$ cat config.mk
export PLATFORM = sky130hd
export DESIGN_NAME = ct_ifu_sram_arb_ctrl_flat
export DESIGN_NICKNAME = d
export VERILOG_FILES = /design/src/rtl/ct_ifu_sram_arb_pkg.sv /design/src/rtl/ct_ifu_sram_arb_ctrl_if.sv /design/src/rtl/ct_ifu_sram_init_seq.sv /design/src/rtl/ct_ifu_sram_arb_ctrl.sv /design/src/flat_wrapper.sv
export SDC_FILE = /design/constraint.sdc
export NUM_CORES = 1
export LEC_CHECK = 0
export BUFFER_PORTS_ARGS = -buffer_cell sky130_fd_sc_hd__buf_2
export CAP_MARGIN = 10
export CORE_MARGIN = 2
export CORE_UTILIZATION = 42
export CTS_BUF_LIST = sky130_fd_sc_hd__clkbuf_8
export DETAILED_ROUTE_END_ITERATION = 6
export PLACE_DENSITY = 0.94
export SETUP_SLACK_MARGIN = 0.15
export SLEW_MARGIN = 20
export SYNTH_ARGS = -nofsm -noshare
export SYNTH_HDL_FRONTEND = slang
export SYNTH_HIERARCHICAL = 1
export SYNTH_SLANG_ARGS = --single-unit
$ cat constraint.sdc
create_clock -name clk_i -period 2.5 [get_ports clk_i]
set_input_delay 0.375 -clock clk_i [delete_from_list [all_inputs] [get_ports clk_i]]
set_output_delay 0.375 -clock clk_i [all_outputs]
set_load 0.02 [all_outputs]
$ cat src/rtl/ct_ifu_sram_arb_pkg.sv
// Shared types and constants for the IFU SRAM arbiter/controller slice.
// Covers the FSM states and the default geometry of the 256x23 macro.
package ct_ifu_sram_arb_pkg;

    localparam int ARB_ADDR_WIDTH       = 8;
    localparam int ARB_DATA_WIDTH       = 23;
    localparam int DEFAULT_STARVE_LIMIT = 4;
    localparam int DEPTH                = 1 << ARB_ADDR_WIDTH;

    typedef enum logic {
        INIT,
        RUN
    } arb_state_e;

endpackage

$ cat src/rtl/ct_ifu_sram_arb_ctrl_if.sv
// Requester handshakes, flush/busy status and the SRAM macro pins of the arbiter.
// The slave modport is the controller's view; the master modport is the surrounding logic.
interface ct_ifu_sram_arb_ctrl_if
    import ct_ifu_sram_arb_pkg::*;
#(
    parameter int ADDR_WIDTH = ARB_ADDR_WIDTH,
    parameter int DATA_WIDTH = ARB_DATA_WIDTH
);
    logic                  flush_i;
    logic                  init_busy_o;
    logic                  rd_req_i;
    logic [ADDR_WIDTH-1:0] rd_addr_i;
    logic                  rd_gnt_o;
    logic                  rd_rvalid_o;
    logic [DATA_WIDTH-1:0] rd_rdata_o;
    logic                  wr_req_i;
    logic [ADDR_WIDTH-1:0] wr_addr_i;
    logic [DATA_WIDTH-1:0] wr_data_i;
    logic [DATA_WIDTH-1:0] wr_be_i;
    logic                  wr_gnt_o;
    logic                  sram_cen_o;
    logic                  sram_gwen_o;
    logic [DATA_WIDTH-1:0] sram_wen_o;
    logic [ADDR_WIDTH-1:0] sram_a_o;
    logic [DATA_WIDTH-1:0] sram_d_o;
    logic [DATA_WIDTH-1:0] sram_q_i;

    modport slave (
        input  flush_i, rd_req_i, rd_addr_i, wr_req_i, wr_addr_i, wr_data_i, wr_be_i, sram_q_i,
        output init_busy_o, rd_gnt_o, rd_rvalid_o, rd_rdata_o, wr_gnt_o,
        output sram_cen_o, sram_gwen_o, sram_wen_o, sram_a_o, sram_d_o
    );

    modport master (
        output flush_i, rd_req_i, rd_addr_i, wr_req_i, wr_addr_i, wr_data_i, wr_be_i, sram_q_i,
        input  init_busy_o, rd_gnt_o, rd_rvalid_o, rd_rdata_o, wr_gnt_o,
        input  sram_cen_o, sram_gwen_o, sram_wen_o, sram_a_o, sram_d_o
    );

endinterface

$ cat src/rtl/ct_ifu_sram_init_seq.sv
// Address sweep counter used to clear the whole SRAM array after reset or flush.
// The counter restarts from zero on flush, in either arbiter state.
module ct_ifu_sram_init_seq
    import ct_ifu_sram_arb_pkg::*;
#(
    parameter int ADDR_WIDTH = ARB_ADDR_WIDTH
) (
    input  logic                  clk_i,
    input  logic                  rst_i,
    input  logic                  active,
    input  logic                  restart,
    output logic [ADDR_WIDTH-1:0] init_cnt,
    output logic                  sweep_done
);

    always_ff @(posedge clk_i) begin
        if (rst_i || restart) begin
            init_cnt <= '0;
        end else if (active) begin
            init_cnt <= init_cnt + ADDR_WIDTH'(1);
        end
    end

    // A restart on the last entry wins, so the sweep goes round again.
    assign sweep_done = active && !restart && (&init_cnt);

endmodule

$ cat src/rtl/ct_ifu_sram_arb_ctrl.sv
// Clears the IFU SRAM after reset/flush, then arbitrates its single port between
// lookup reads and refill writes (write-first, reads protected from starvation).
module ct_ifu_sram_arb_ctrl
    import ct_ifu_sram_arb_pkg::*;
#(
    parameter int                    ADDR_WIDTH   = ARB_ADDR_WIDTH,
    parameter int                    DATA_WIDTH   = ARB_DATA_WIDTH,
    parameter int                    STARVE_LIMIT = DEFAULT_STARVE_LIMIT,
    parameter logic [DATA_WIDTH-1:0] INIT_VALUE   = '0
) (
    input  logic                   clk_i,
    input  logic                   rst_i,
    ct_ifu_sram_arb_ctrl_if.slave  bus
);

    localparam int                    STARVE_W   = $clog2(STARVE_LIMIT + 1);
    localparam logic [STARVE_W-1:0]   STARVE_MAX = STARVE_W'(STARVE_LIMIT);

    arb_state_e            state;
    logic [STARVE_W-1:0]   starve_cnt;
    logic [ADDR_WIDTH-1:0] init_cnt;
    logic [ADDR_WIDTH-1:0] a_hold;
    logic [DATA_WIDTH-1:0] d_hold;
    logic                  rd_rvalid;
    logic                  sweep_done;
    logic                  in_init;
    logic                  in_run;
    logic                  starved;
    logic                  rd_gnt;
    logic                  wr_gnt;
    logic                  cen;
    logic                  gwen;
    logic [DATA_WIDTH-1:0] wen;
    logic [ADDR_WIDTH-1:0] a;
    logic [DATA_WIDTH-1:0] d;

    ct_ifu_sram_init_seq #(
        .ADDR_WIDTH (ADDR_WIDTH)
    ) u_init_seq (
        .clk_i      (clk_i),
        .rst_i      (rst_i),
        .active     (in_init),
        .restart    (bus.flush_i),
        .init_cnt   (init_cnt),
        .sweep_done (sweep_done)
    );

    assign in_init = !rst_i && (state == INIT);
    assign in_run  = !rst_i && (state == RUN) && !bus.flush_i;

    // A starved read only overrides the write while the read is still requested.
    assign starved = (starve_cnt == STARVE_MAX) && bus.rd_req_i;
    assign wr_gnt  = in_run && bus.wr_req_i && !starved;
    assign rd_gnt  = in_run && bus.rd_req_i && !wr_gnt;

    always_comb begin
        cen  = 1'b1;
        gwen = 1'b1;
        wen  = '1;
        a    = a_hold;
        d    = d_hold;
        if (in_init) begin
            cen  = 1'b0;
            gwen = 1'b0;
            wen  = '0;
            a    = init_cnt;
            d    = INIT_VALUE;
        end else if (wr_gnt) begin
            cen  = 1'b0;
            gwen = 1'b0;
            wen  = ~bus.wr_be_i;
            a    = bus.wr_addr_i;
            d    = bus.wr_data_i;
        end else if (rd_gnt) begin
            cen  = 1'b0;
            a    = bus.rd_addr_i;
        end
    end

    always_ff @(posedge clk_i) begin
        if (rst_i) begin
            state      <= INIT;
            starve_cnt <= '0;
            rd_rvalid  <= 1'b0;
            a_hold     <= '0;
            d_hold     <= '0;
        end else begin
            rd_rvalid <= rd_gnt;
            a_hold    <= a;
            d_hold    <= d;
            case (state)
                INIT:    if (sweep_done) state <= RUN;
                RUN:     if (bus.flush_i) state <= INIT;
                default: state <= INIT;
            endcase
            if ((state != RUN) || bus.flush_i || !bus.rd_req_i || rd_gnt) begin
                starve_cnt <= '0;
            end else if (starve_cnt != STARVE_MAX) begin
                starve_cnt <= starve_cnt + STARVE_W'(1);
            end
        end
    end

    assign bus.init_busy_o = rst_i || (state == INIT);
    assign bus.rd_gnt_o    = rd_gnt;
    assign bus.wr_gnt_o    = wr_gnt;
    assign bus.rd_rvalid_o = rd_rvalid;
    assign bus.rd_rdata_o  = bus.sram_q_i;
    assign bus.sram_cen_o  = cen;
    assign bus.sram_gwen_o = gwen;
    assign bus.sram_wen_o  = wen;
    assign bus.sram_a_o    = a;
    assign bus.sram_d_o    = d;

endmodule

$ cat src/flat_wrapper.sv
// flat-port wrapper written by rule: the top's interface ports become plain ports
module ct_ifu_sram_arb_ctrl_flat import ct_ifu_sram_arb_pkg::*;
#(
    parameter int                    ADDR_WIDTH   = ARB_ADDR_WIDTH,
    parameter int                    DATA_WIDTH   = ARB_DATA_WIDTH,
    parameter int                    STARVE_LIMIT = DEFAULT_STARVE_LIMIT,
    parameter logic [DATA_WIDTH-1:0] INIT_VALUE   = '0
)
  (clk_i, rst_i, bus_flush_i, bus_rd_req_i, bus_rd_addr_i, bus_wr_req_i, bus_wr_addr_i, bus_wr_data_i, bus_wr_be_i, bus_sram_q_i, bus_init_busy_o, bus_rd_gnt_o, bus_rd_rvalid_o, bus_rd_rdata_o, bus_wr_gnt_o, bus_sram_cen_o, bus_sram_gwen_o, bus_sram_wen_o, bus_sram_a_o, bus_sram_d_o);
  ct_ifu_sram_arb_ctrl_if #(.ADDR_WIDTH(ADDR_WIDTH), .DATA_WIDTH(DATA_WIDTH)) bus_i ();
  input  logic clk_i;
  input  logic rst_i;
  input wire logic [$bits(bus_i.flush_i)-1:0] bus_flush_i;
  input wire logic [$bits(bus_i.rd_req_i)-1:0] bus_rd_req_i;
  input wire logic [$bits(bus_i.rd_addr_i)-1:0] bus_rd_addr_i;
  input wire logic [$bits(bus_i.wr_req_i)-1:0] bus_wr_req_i;
  input wire logic [$bits(bus_i.wr_addr_i)-1:0] bus_wr_addr_i;
  input wire logic [$bits(bus_i.wr_data_i)-1:0] bus_wr_data_i;
  input wire logic [$bits(bus_i.wr_be_i)-1:0] bus_wr_be_i;
  input wire logic [$bits(bus_i.sram_q_i)-1:0] bus_sram_q_i;
  output wire logic [$bits(bus_i.init_busy_o)-1:0] bus_init_busy_o;
  output wire logic [$bits(bus_i.rd_gnt_o)-1:0] bus_rd_gnt_o;
  output wire logic [$bits(bus_i.rd_rvalid_o)-1:0] bus_rd_rvalid_o;
  output wire logic [$bits(bus_i.rd_rdata_o)-1:0] bus_rd_rdata_o;
  output wire logic [$bits(bus_i.wr_gnt_o)-1:0] bus_wr_gnt_o;
  output wire logic [$bits(bus_i.sram_cen_o)-1:0] bus_sram_cen_o;
  output wire logic [$bits(bus_i.sram_gwen_o)-1:0] bus_sram_gwen_o;
  output wire logic [$bits(bus_i.sram_wen_o)-1:0] bus_sram_wen_o;
  output wire logic [$bits(bus_i.sram_a_o)-1:0] bus_sram_a_o;
  output wire logic [$bits(bus_i.sram_d_o)-1:0] bus_sram_d_o;
  assign bus_i.flush_i = bus_flush_i;
  assign bus_i.rd_req_i = bus_rd_req_i;
  assign bus_i.rd_addr_i = bus_rd_addr_i;
  assign bus_i.wr_req_i = bus_wr_req_i;
  assign bus_i.wr_addr_i = bus_wr_addr_i;
  assign bus_i.wr_data_i = bus_wr_data_i;
  assign bus_i.wr_be_i = bus_wr_be_i;
  assign bus_i.sram_q_i = bus_sram_q_i;
  assign bus_init_busy_o = bus_i.init_busy_o;
  assign bus_rd_gnt_o = bus_i.rd_gnt_o;
  assign bus_rd_rvalid_o = bus_i.rd_rvalid_o;
  assign bus_rd_rdata_o = bus_i.rd_rdata_o;
  assign bus_wr_gnt_o = bus_i.wr_gnt_o;
  assign bus_sram_cen_o = bus_i.sram_cen_o;
  assign bus_sram_gwen_o = bus_i.sram_gwen_o;
  assign bus_sram_wen_o = bus_i.sram_wen_o;
  assign bus_sram_a_o = bus_i.sram_a_o;
  assign bus_sram_d_o = bus_i.sram_d_o;
  ct_ifu_sram_arb_ctrl #(.ADDR_WIDTH(ADDR_WIDTH), .DATA_WIDTH(DATA_WIDTH), .STARVE_LIMIT(STARVE_LIMIT), .INIT_VALUE(INIT_VALUE)) u_core (.clk_i(clk_i), .rst_i(rst_i), .bus(bus_i));
endmodule
==> metrics.txt, run 1 <==
status complete, no violations; Max FO, Critical Path 8; Util after Layout approximately three fifths; Final min period about 2.3 ns; Site Rows 27; Top Family by Delay on Critical Path simple AND/OR/NAND/NOR gates; Synth Net Count roughly 380; H-tree levels 2; setup tns final 0 ns; global-route wire length before repair ~10000 um; vias in the first global route 2126; Hold Path Cell Cnt 3; Final Hold Viols 0; GRT Residual Overflow 0; CTS Buf Count 5; combinational share of power between 10% and 20%; WL final between 7000 and 8000 um; core area 5440 um2; most frequent cells in the layout buf_2, nor2_1, dfxtp_1; largest net degree at the start of global routing 35; worst min path class primary input to register; critical setup path kind register to output pin; # IOs 173; Worst slew margin around 63%; Post-DRT Antenna Nets 0; CTS clk-pin slew, worst paths 0.09 ns; Clock Power Share a little over a third; initial drt markers 140; Initial DRT Pass Iterations 5; pre-CTS setup slack ~0.18 ns; commonest non-fill, non-tap cell in the layout buf_2; Pwr Density ~420 nW/um2; Synth Cell Area 2340 um2; syn_area_per_cell 8.06 um2; Least-Margin Pin Slew around 0.55 ns; Post-route DRC 0; initial antenna violation count 0; synth unique cells 34; Min Hold Slack about 0.33 ns; final setup fails 0; number of diodes 0; global router's overall resource usage 19.7%; startpoint types register; initial core utilization between 40% and 50%; Area after DPL 2880 um2; # nets final 492; crit-path cells nor3b_4, nand3_4, buf_4, clkbuf_16, mux2i_4, nor2_1, buf_4; cell seen most often among critical-path stages buf_4; clock skew roughly 0.012 ns; worst flop-to-flop path endpoint u_core/u_init_seq/init_cnt[7]$_SDFFE_PP0P_; critical path capture point bus_sram_d_o[5]; Internal roughly 0.99 mW; vias roughly 2500; wire per inst 14.9 um; crit path max-delay cell type dfxtp_2; Mapped Cells just under 300; dpl cells 455; sw power roughly 0.35 mW; hold_sp bus_wr_data_i[16]; Max Slew Vio Count 0; Power, Total about 1.3 mW; worst r2r src u_core/state$_SDFF_PP0_; Fmax achieved 0.428 GHz; register area around 880 um2; critical path depth in cells 7; VDD IR max a little over 0.3 mV; final worst slack ~0.16 ns; # hold bufs at CTS 0; multi-input logic area between 1000 and 1500 um2; max-cap violation count 0; Die X 78.6 um; CP required ~2.1 ns; CTS max path bufs 2; Port Buffers 126; r2r setup slk between 0.5 and 0.6 ns; Leakage 1.57 nW; Tcrit/Tclk final between 90% and 100%; die area between 6000 and 7000 um2; root buffer cell clkbuf_8; part of the power in registers a little over half; sequential cell area fraction in the yosys report 37.7%; vertical die dimension 78.6 um; RSZ-0062 raised after global routing yes; Skew-Pair Late Insertion Delay roughly 0.3 ns; Seq cells post-synth 44; Syn. warnings 6; Arrival @ worst endpoint a little under 2 ns; Critical Path Max Stage Delay approximately 0.40 ns; Area Growth Syn to Fin 35.7%; share of cells above drive strength 1 43.3%; Vias/cell 5.26; crit path capture type output pin; dpl hpwl roughly 4900 um; sw frac approximately a quarter; Reg2Reg Depth 6; GPL Wtd Cong 0.859; CTS tree yes; CP startpoint u_core/state$_SDFF_PP0_; final std cells w/o fill between 400 and 500; fin area about 3200 um2; CTS sink count 44; # fillers just over 500; CP Buf/Inv Count 3
worst reg2reg max path: stages, from the launching register on:
cell     delay, ns
dfxtp_2       0.36
buf_4         0.17
nor2_4        0.26
buf_4         0.31
nand4_2       0.21
or3_1         0.40
a21oi_1       0.18
routing by layer:
metal  track usage, %  vias to the layer above  wire length (um)
li1                 -                     1190                 -
met1             24.7                     1153              2820
met2             30.9                      123              3380
met3             6.55                       18               717
met4             8.60                        0                97
met5                0                        -                 0
cell usage after synthesis:
library cell | n | area share, %
a31oi_1 | 4 | 1.1
nor3_1 | 8 | 1.7
nand2b_1 | 1 | 0.27
o31ai_1 | 8 | 2.6
a311oi_2 | 1 | 0.64
inv_1 | 3 | 0.48
nand4_2 | 1 | 0.53
and2_1 | 4 | 1.1
buf_4 | 24 | 7.7
xnor2_1 | 2 | 0.75
clkbuf_1 | 6 | 0.96
dfxtp_1 | 44 | 38
nand3_2 | 1 | 0.43
o21ai_0 | 5 | 1.1
buf_2 | 11 | 2.4
nor3b_2 | 1 | 0.53
clkbuf_2 | 1 | 0.21
nor4_1 | 1 | 0.27
nand3b_1 | 1 | 0.32
buf_6 | 1 | 0.48
xor2_1 | 3 | 1.1
nand2_1 | 13 | 2.1
a21oi_1 | 30 | 6.4
nand4_1 | 2 | 0.53
a211oi_1 | 4 | 1.3
nor4bb_1 | 1 | 0.43
mux2i_1 | 26 | 11
ha_1 | 3 | 1.6
inv_2 | 1 | 0.16
nor2_1 | 65 | 10
or2_2 | 1 | 0.27
or3_1 | 3 | 0.80
a311oi_1 | 3 | 1.1
nand3_1 | 7 | 1.5
flip-flops by register name (all words and copies together) (netlist names):
register                    cells
u_core/state                    1
u_core/u_init_seq/init_cnt      8
u_core/starve_cnt               3
u_core/d_hold                  23
u_core/a_hold                   8
u_core/bus.rd_rvalid_o          1
cells by family (layout without fill, tap and decap cells):
logic type,Yosys count,after routing,synth area share [%]
AO/OA/AOI/OAI,55,55,14.2
XOR/XNOR,5,5,1.87
adder cells (fa/ha/maj),3,3,1.61
buffers and inverters,47,157,12.4
flip-flops,44,44,37.7
multiplexers,26,26,11.1
AND/OR/NAND/NOR,110,110,21.2
cell type report:
type | instances | share of cell area, %
Multi-Input combinational cell | 199 | 39.5
Timing Repair Buffer | 145 | 26.3
Clock buffer | 6 | 2.60
Sequential cell | 44 | 27.9
Inverter | 4 | 0.631
Tap cell | 72 | 2.84
Clock inverter | 2 | 0.355
power groups by stage:
stage	clock [mW]	combinational (mW)	sequential, mW
4_1_cts	0.476	0.165	0.704
5_1_grt	0.497	0.183	0.704
3_5_place_dp	0	0.163	0.720
2_1_floorplan	0	0.131	0.720
3_3_place_gp	0	0.160	0.720
6_report	0.466	0.169	0.704
worst min path at each step:
stage                                   endpoint  slack, ns
global placement     u_core/d_hold[9]$_SDFF_PP0_       0.47
floorplan            u_core/d_hold[0]$_SDFF_PP0_       0.46
CTS                 u_core/d_hold[10]$_SDFF_PP0_       0.32
finish              u_core/d_hold[16]$_SDFF_PP0_       0.33
detailed placement  u_core/d_hold[16]$_SDFF_PP0_       0.48
global route        u_core/d_hold[16]$_SDFF_PP0_       0.33
timing repair:
| action | in CTS | in global routing |
|---|---|---|
| cloned | 0 | 2 |
| buffers inserted | 0 | 7 |
| pin swaps | 0 | 4 |
| setup endpoints to repair | 1 | 31 |
| resized for setup | 4 | 20 |
(Power assumes the default switching activity.)
==> run 2: changes to the inputs <==
--- a/config.mk
+++ b/config.mk
@@ -5,10 +5,11 @@
 export SDC_FILE = /design/constraint.sdc
 export NUM_CORES = 1
 export LEC_CHECK = 0
+export ABC_AREA = 1
 export BUFFER_PORTS_ARGS = -buffer_cell sky130_fd_sc_hd__buf_2
 export CAP_MARGIN = 10
 export CORE_MARGIN = 2
-export CORE_UTILIZATION = 42
+export CORE_UTILIZATION = 43
 export CTS_BUF_LIST = sky130_fd_sc_hd__clkbuf_8
 export DETAILED_ROUTE_END_ITERATION = 6
 export PLACE_DENSITY = 0.94
==> run 2 against run 1 <==
Against the previous run:
- hold slack improved by 0.019 ns
- clock power rose by 20%
- first-iteration DRC count fell by 30%
- clock-buffer cell count fell by 1
- clock skew barely moved
- cell count rose by 15%
- power rose by 10%
- non-clock buffer count fell by 1
- largest power group unchanged
- critical endpoint is now bus_sram_d_o[7]
- routed wire length rose by 7.5%
- utilization rose by 1.1 points
- critical path depth rose by 2
- flip-flop and latch count did not move
- highest routed layer unchanged
- critical path type unchanged
==> metrics.txt, run 2 <==
Site Rows 27 (unchanged); Synth area leader dfxtp_1; startpoint types register; wire per inst 13.9 um (-6.6%); Syn. warnings 6 (unchanged); number of flip-flops under the largest register name 23 (unchanged); Fmax achieved 0.428 GHz (+0.10%); # hold bufs at CTS 0 (unchanged); crit path capture type output pin; Post-DRT Antenna Nets 0 (unchanged); ys flop type dfxtp_1; initial drt markers 98 (-30%); r2r setup slk 0.67 ns (+0.15 ns); worst flop-to-flop path endpoint u_core/state$_SDFF_PP0_; Vias/cell 5.06 (-3.8%); max-cap violation count 0 (unchanged); setup tns final 0 ns (unchanged); synth unique cells 29 (-15%); Tcrit/Tclk final 93.4% (-0.095 points); Area after DPL 3000 um2 (+4.1%); dpl cells 526 (+16%); most flop-heavy register u_core/d_hold; sequential cell area fraction in the yosys report 34.9% (-2.8 points); Post-synth top cells nor2_1, nand2_1, dfxtp_1; commonest non-fill, non-tap cell in the layout buf_2; initial antenna violation count 0 (unchanged); final setup fails 0 (unchanged); share of cells above drive strength 1 40.1% (-3.1 points); GPL Wtd Cong 0.861 (+0.21%); Max FO, Critical Path 7 (-1); CTS tree yes; CTS clk-pin slew, worst paths 0.09 ns (about the same); CTS Buf Count 5 (unchanged); WL final 7540 um (+7.5%); share of the synthesized area in the top cell type 34.9% (-2.8 points); root buffer cell clkbuf_8; Least-Margin Pin Slew 0.616 ns (+0.0657 ns); Die X 80.6 um (+2.6%); vertical die dimension 80.6 um (+2.6%); number of diodes 0 (unchanged); Arrival @ worst endpoint 1.96 ns (about the same); Max Slew Vio Count 0 (unchanged); pre-CTS setup slack 0.323 ns (+0.142 ns); H-tree levels 2 (unchanged); Initial DRT Pass Iterations 6 (+1); Leakage 1.65 nW (+5.3%); # IOs 173 (unchanged); Worst slew margin 58.9% (-4.0 points); global router's overall resource usage 21.3% (+1.5 points); Power, Total 1.48 mW (+10%); clock skew 0.0115 ns (-0.000278 ns); die area 6500 um2 (+5.2%); top-count cell post-synth nor2_1; worst min path class primary input to register; # nets final 563 (+14%); Hold Path Cell Cnt 3 (unchanged); global-route wire length before repair 10800 um (+10%); worst r2r src u_core/state$_SDFF_PP0_; most frequent cells in the layout buf_2, nor2_1, nand2_1; Skew-Pair Late Insertion Delay 0.30 ns (about the same); initial core utilization 45.3% (+2.3 points); Synth Cell Area 2530 um2 (+8.0%); CTS sink count 44 (unchanged); Seq cells post-synth 44 (unchanged); syn_area_per_cell 7.00 um2 (-13%); fin area 3320 um2 (+4.5%); Pwr Density 446 nW/um2 (+5.6%); largest net degree at the start of global routing 34 (-2.9%); VDD IR max 0.292 mV (-6.1%); final worst slack 0.165 ns (+0.00238 ns); RSZ-0062 raised after global routing yes; Synth Net Count 454 (+19%); Hold EP u_core/d_hold[19]$_SDFF_PP0_; Reg2Reg Depth 10 (+4); dpl hpwl 5100 um (+4.9%); Final min period 2.33 ns (-0.00238 ns); final std cells w/o fill 543 (+15%); Final Hold Viols 0 (unchanged); critical setup path kind register to output pin; Port Buffers 126 (unchanged); CP required 2.12 ns (about the same); vias in the first global route 2511 (+18%); Mapped Cells 361 (+24%); core area 5570 um2 (+2.5%); Post-synth EDFFs 0 (unchanged); vias 2749 (+11%); GRT Residual Overflow 0 (unchanged); largest cells by area after synthesis dfxtp_1, nor2_1, buf_4; share of flip-flops with an asynchronous set or reset 0% (unchanged); Post-route DRC 0 (unchanged); CTS max path bufs 2 (unchanged); Area Growth Syn to Fin 31.3%; hold_sp bus_wr_data_i[19]; status complete, no violations; biggest regs u_core/d_hold: 23 flops, u_core/a_hold: 8 flops, u_core/u_init_seq/init_cnt: 8 flops; # fillers 491 (-4.5%)
run 2: worst max path at each step:
stage,from,to,cells past startpoint
floorplan,u_core/starve_cnt[0]$_SDFFE_PP0P_,bus_sram_cen_o,8
global placement,u_core/starve_cnt[0]$_SDFFE_PP0P_,bus_sram_a_o[4],12
detailed placement,u_core/starve_cnt[0]$_SDFFE_PP0P_,bus_sram_d_o[11],9
CTS,u_core/starve_cnt[0]$_SDFFE_PP0P_,bus_sram_d_o[10],8
global route,u_core/starve_cnt[1]$_SDFFE_PP0P_,bus_sram_d_o[7],9
finish,u_core/starve_cnt[1]$_SDFFE_PP0P_,bus_sram_d_o[7],9
run 2: power by group:
part	total [mW]	switching, mW	internal, mW
sequential	0.708	0.00312	0.705
clock	0.558	0.257	0.301
combinational	0.212	0.128	0.0833
run 2: stage by stage:
stage               hold WS, ns  utilization [%]
global placement          0.473             53.8
global route              0.362             59.5
CTS                       0.347             58.0
finish                    0.349             59.5
detailed placement        0.496             53.8
floorplan                 0.464                -
run 2: per-layer routing:
metal  track usage (%)  routed length (um)  part of all wire, %  vias to the layer above
met4              7.97                 122                  1.6                        0
met1              23.5                2890                   38                     1243
li1                  -                   -                    -                     1356
met3              5.73                 596                  7.9                       19
met2              38.5                3930                   52                      131
met5                 0                   0                    0                        -
run 2: area by class of cell:
type	count	area (um2)	area share (%)
repair buffers	144	843	25.4
multi-input cells	238	1220	36.9
clock inverters	3	47.5	1.43
flip-flops and latches	44	883	26.6
well taps	72	90.1	2.72
inverters	36	150	4.53
repair inverters	1	8.76	0.264
clock buffers	5	68.8	2.07
run 2: timing repair:
item	CTS	global route
pin swaps	1	3
endpoints found under the setup margin	30	34
buffers inserted	4	2
gates cloned	2	1
resized for setup	8	15
run 2: logic make-up (layout without fill, tap and decap cells):
family	after synthesis	after routing	share of synthesized area (%)
compound gates	63	63	13.3
xor+xnor	3	3	1.04
fa+ha+maj	3	3	1.49
buf+inv	79	189	18.3
flops	44	44	34.9
simple gates	169	169	31.0
run 2: worst max-delay path, cell delays in order, from the launching register on:
cell and delay (ns):
dfxtp_2 0.37, inv_2 0.05, ha_4 0.17, nand3_4 0.09
nand3_4 0.19, buf_12 0.21, buf_4 0.14, o21ai_1 0.21
nor2_1 0.07, buf_2 0.16
==> run 3: changes to the inputs <==
--- a/config.mk
+++ b/config.mk
@@ -12,7 +12,7 @@
 export CORE_UTILIZATION = 43
 export CTS_BUF_LIST = sky130_fd_sc_hd__clkbuf_8
 export DETAILED_ROUTE_END_ITERATION = 6
-export PLACE_DENSITY = 0.94
+export PLACE_DENSITY = 0.83
 export SETUP_SLACK_MARGIN = 0.15
 export SLEW_MARGIN = 20
 export SYNTH_ARGS = -nofsm -noshare
==> run 3 against run 2 <==
Against the previous run:
- register-to-register slack better by 0.07 ns
- utilization decreased by 1.4 points
- sequential power about the same
- first-iteration DRC count rose by 26%
- combinational power fell by 4%
- flip-flop and latch count unchanged
- hold slack better by 0.00081 ns
- routed wire length is 9.4% lower
==> metrics.txt, run 3 (synthesis gave the netlist of run 2 again) <==
status complete, no violations; GPL Wtd Cong 0.905 (+5.1%); Post-DRT Antenna Nets 0 (unchanged); critical setup path kind register to output pin; Fmax achieved 0.439 GHz (+2.6%); Arrival @ worst endpoint 1.90 ns (-0.06 ns); global router's overall resource usage 19.0% (-2.2 points); vias 2624 (-4.5%); worst min path class primary input to register; Post-route DRC 0 (unchanged); share of cells above drive strength 1 37.8% (-2.4 points); vertical die dimension 80.6 um (unchanged); max-cap violation count 0 (unchanged); CTS sink count 44 (unchanged); dpl hpwl 4800 um (-5.9%); H-tree levels 2 (unchanged); Port Buffers 126 (unchanged); GRT Residual Overflow 0 (unchanged); VDD IR max 0.271 mV (-7.1%); Tcrit/Tclk final 91.0% (-2.4 points); # nets final 558 (-0.89%); clock skew 0.00760 ns (-0.00394 ns); largest net degree at the start of global routing 49 (+44%); Area Growth Syn to Fin 28.2%; Initial DRT Pass Iterations 4 (-2); WL final 6830 um (-9.4%); final setup fails 0 (unchanged); RSZ-0062 raised after global routing no; root buffer cell clkbuf_8; Util after Layout 58.1% (-1.4 points); Internal 1.09 mW (-0.19%); CP required 2.12 ns (about the same); core area 5570 um2 (unchanged); Clock Power Share 37.6% (about the same); Site Rows 27 (unchanged); Min Hold Slack 0.350 ns (+0.000806 ns); Max FO, Critical Path 12 (+5); sw power 0.375 mW (-3.5%); setup tns final 0 ns (unchanged); startpoint types register; # IOs 173 (unchanged); Max Slew Vio Count 0 (unchanged); Final Hold Viols 0 (unchanged); initial antenna violation count 0 (unchanged); most frequent cells in the layout buf_2, nor2_1, nand2_1; CTS clk-pin slew, worst paths 0.09 ns (about the same); CTS Buf Count 5 (unchanged); # hold bufs at CTS 0 (unchanged); biggest regs u_core/d_hold: 23 flops, u_core/a_hold: 8 flops, u_core/u_init_seq/init_cnt: 8 flops; wire per inst 12.7 um (-8.6%); die area 6500 um2 (unchanged); initial drt markers 123 (+26%); most flop-heavy register u_core/d_hold; commonest non-fill, non-tap cell in the layout buf_2; vias in the first global route 2353 (-6.3%); Vias/cell 4.88 (-3.7%); Final min period 2.28 ns (-0.0595 ns); Worst slew margin 69.1% (+10 points); number of flip-flops under the largest register name 23 (unchanged); Die X 80.6 um (unchanged); Skew-Pair Late Insertion Delay 0.29 ns (about the same); CTS tree yes; number of diodes 0 (unchanged); initial core utilization 45.3% (unchanged); Pwr Density 452 nW/um2 (+1.4%); sw frac 25.6% (-0.64 points); combinational share of power 13.9% (-0.4 points); global-route wire length before repair 9920 um (-8.4%); Leakage 1.60 nW (-2.8%); part of the power in registers 48.4% (+0.5 points); CTS max path bufs 2 (unchanged); crit path capture type output pin; Least-Margin Pin Slew 0.461 ns (-0.154 ns)
run 3: per-stage QoR:
step | worst slack, ns | cell area, um2 | std cells | power, mW
CTS | 0.116 | 3090 | 530 | 1.48
detailed placement | 0.308 | 2970 | 522 | 0.925
global placement | 0.373 | 2970 | 522 | 0.924
finish | 0.225 | 3240 | 538 | 1.46
floorplan | 0.573 | 2530 | 361 | 0.887
global route | 0.125 | 3240 | 538 | 1.53
run 3: path summary, 6_finish.rpt:
check | endpoint | slack (ns) | start | cells after the start
max | bus_sram_a_o[7] | 0.22 | u_core/starve_cnt[0]$_SDFFE_PP0P_ | 10
min | u_core/d_hold[18]$_SDFF_PP0_ | 0.35 | bus_wr_data_i[18] | 3
max reg2reg | u_core/state$_SDFF_PP0_ | 0.74 | u_core/state$_SDFF_PP0_ | 10
min reg2reg | u_core/starve_cnt[1]$_SDFFE_PP0P_ | 0.50 | u_core/starve_cnt[1]$_SDFFE_PP0P_ | 2
run 3: layout make-up:
cell class / count / area [um2]
clock buffer: 5 / 68.8
clock inverter: 3 / 47.5
fill: 527 / 2340
inverter: 36 / 150
multi-input combinational: 238 / 1210
sequential: 44 / 881
tap: 72 / 90.1
timing repair buffer: 138 / 774
timing repair inverter: 2 / 17.5
run 3: routing by layer:
metal | share of wire [%] | routed length [um] | track usage, %
met5 | 0 | 0 | 0
met4 | 1.1 | 72 | 5.42
met3 | 8.0 | 544 | 4.04
met2 | 48 | 3290 | 34.4
met1 | 43 | 2920 | 22.5
run 3: repair_timing:
action / 4_1_cts / 5_1_grt
endpoints found under the setup margin: 41 / 41
pin swaps: 0 / 3
hold endpoints to repair: 0 / 0
resized for setup: 4 / 14
cloned: 0 / 3
setup buffers: 0 / 5
run 3: worst max-delay path, cell delays in order, from the launching register on:
cell      delay, ns
dfxtp_1        0.32
inv_1          0.12
ha_4           0.16
nand3_2        0.12
nand3_4        0.12
buf_12         0.16
clkinv_8       0.09
nor2_4         0.15
nand3_1        0.12
nand2_1        0.08
buf_2          0.16
run 3: power groups by stage:
stage                     clock, mW  sequential [mW]  combinational, mW
after floorplan                   0            0.724              0.163
after global placement            0            0.725              0.199
after detailed placement          0            0.725              0.200
after CTS                     0.572            0.708              0.202
after global routing          0.599            0.709              0.223
final                         0.550            0.708              0.204
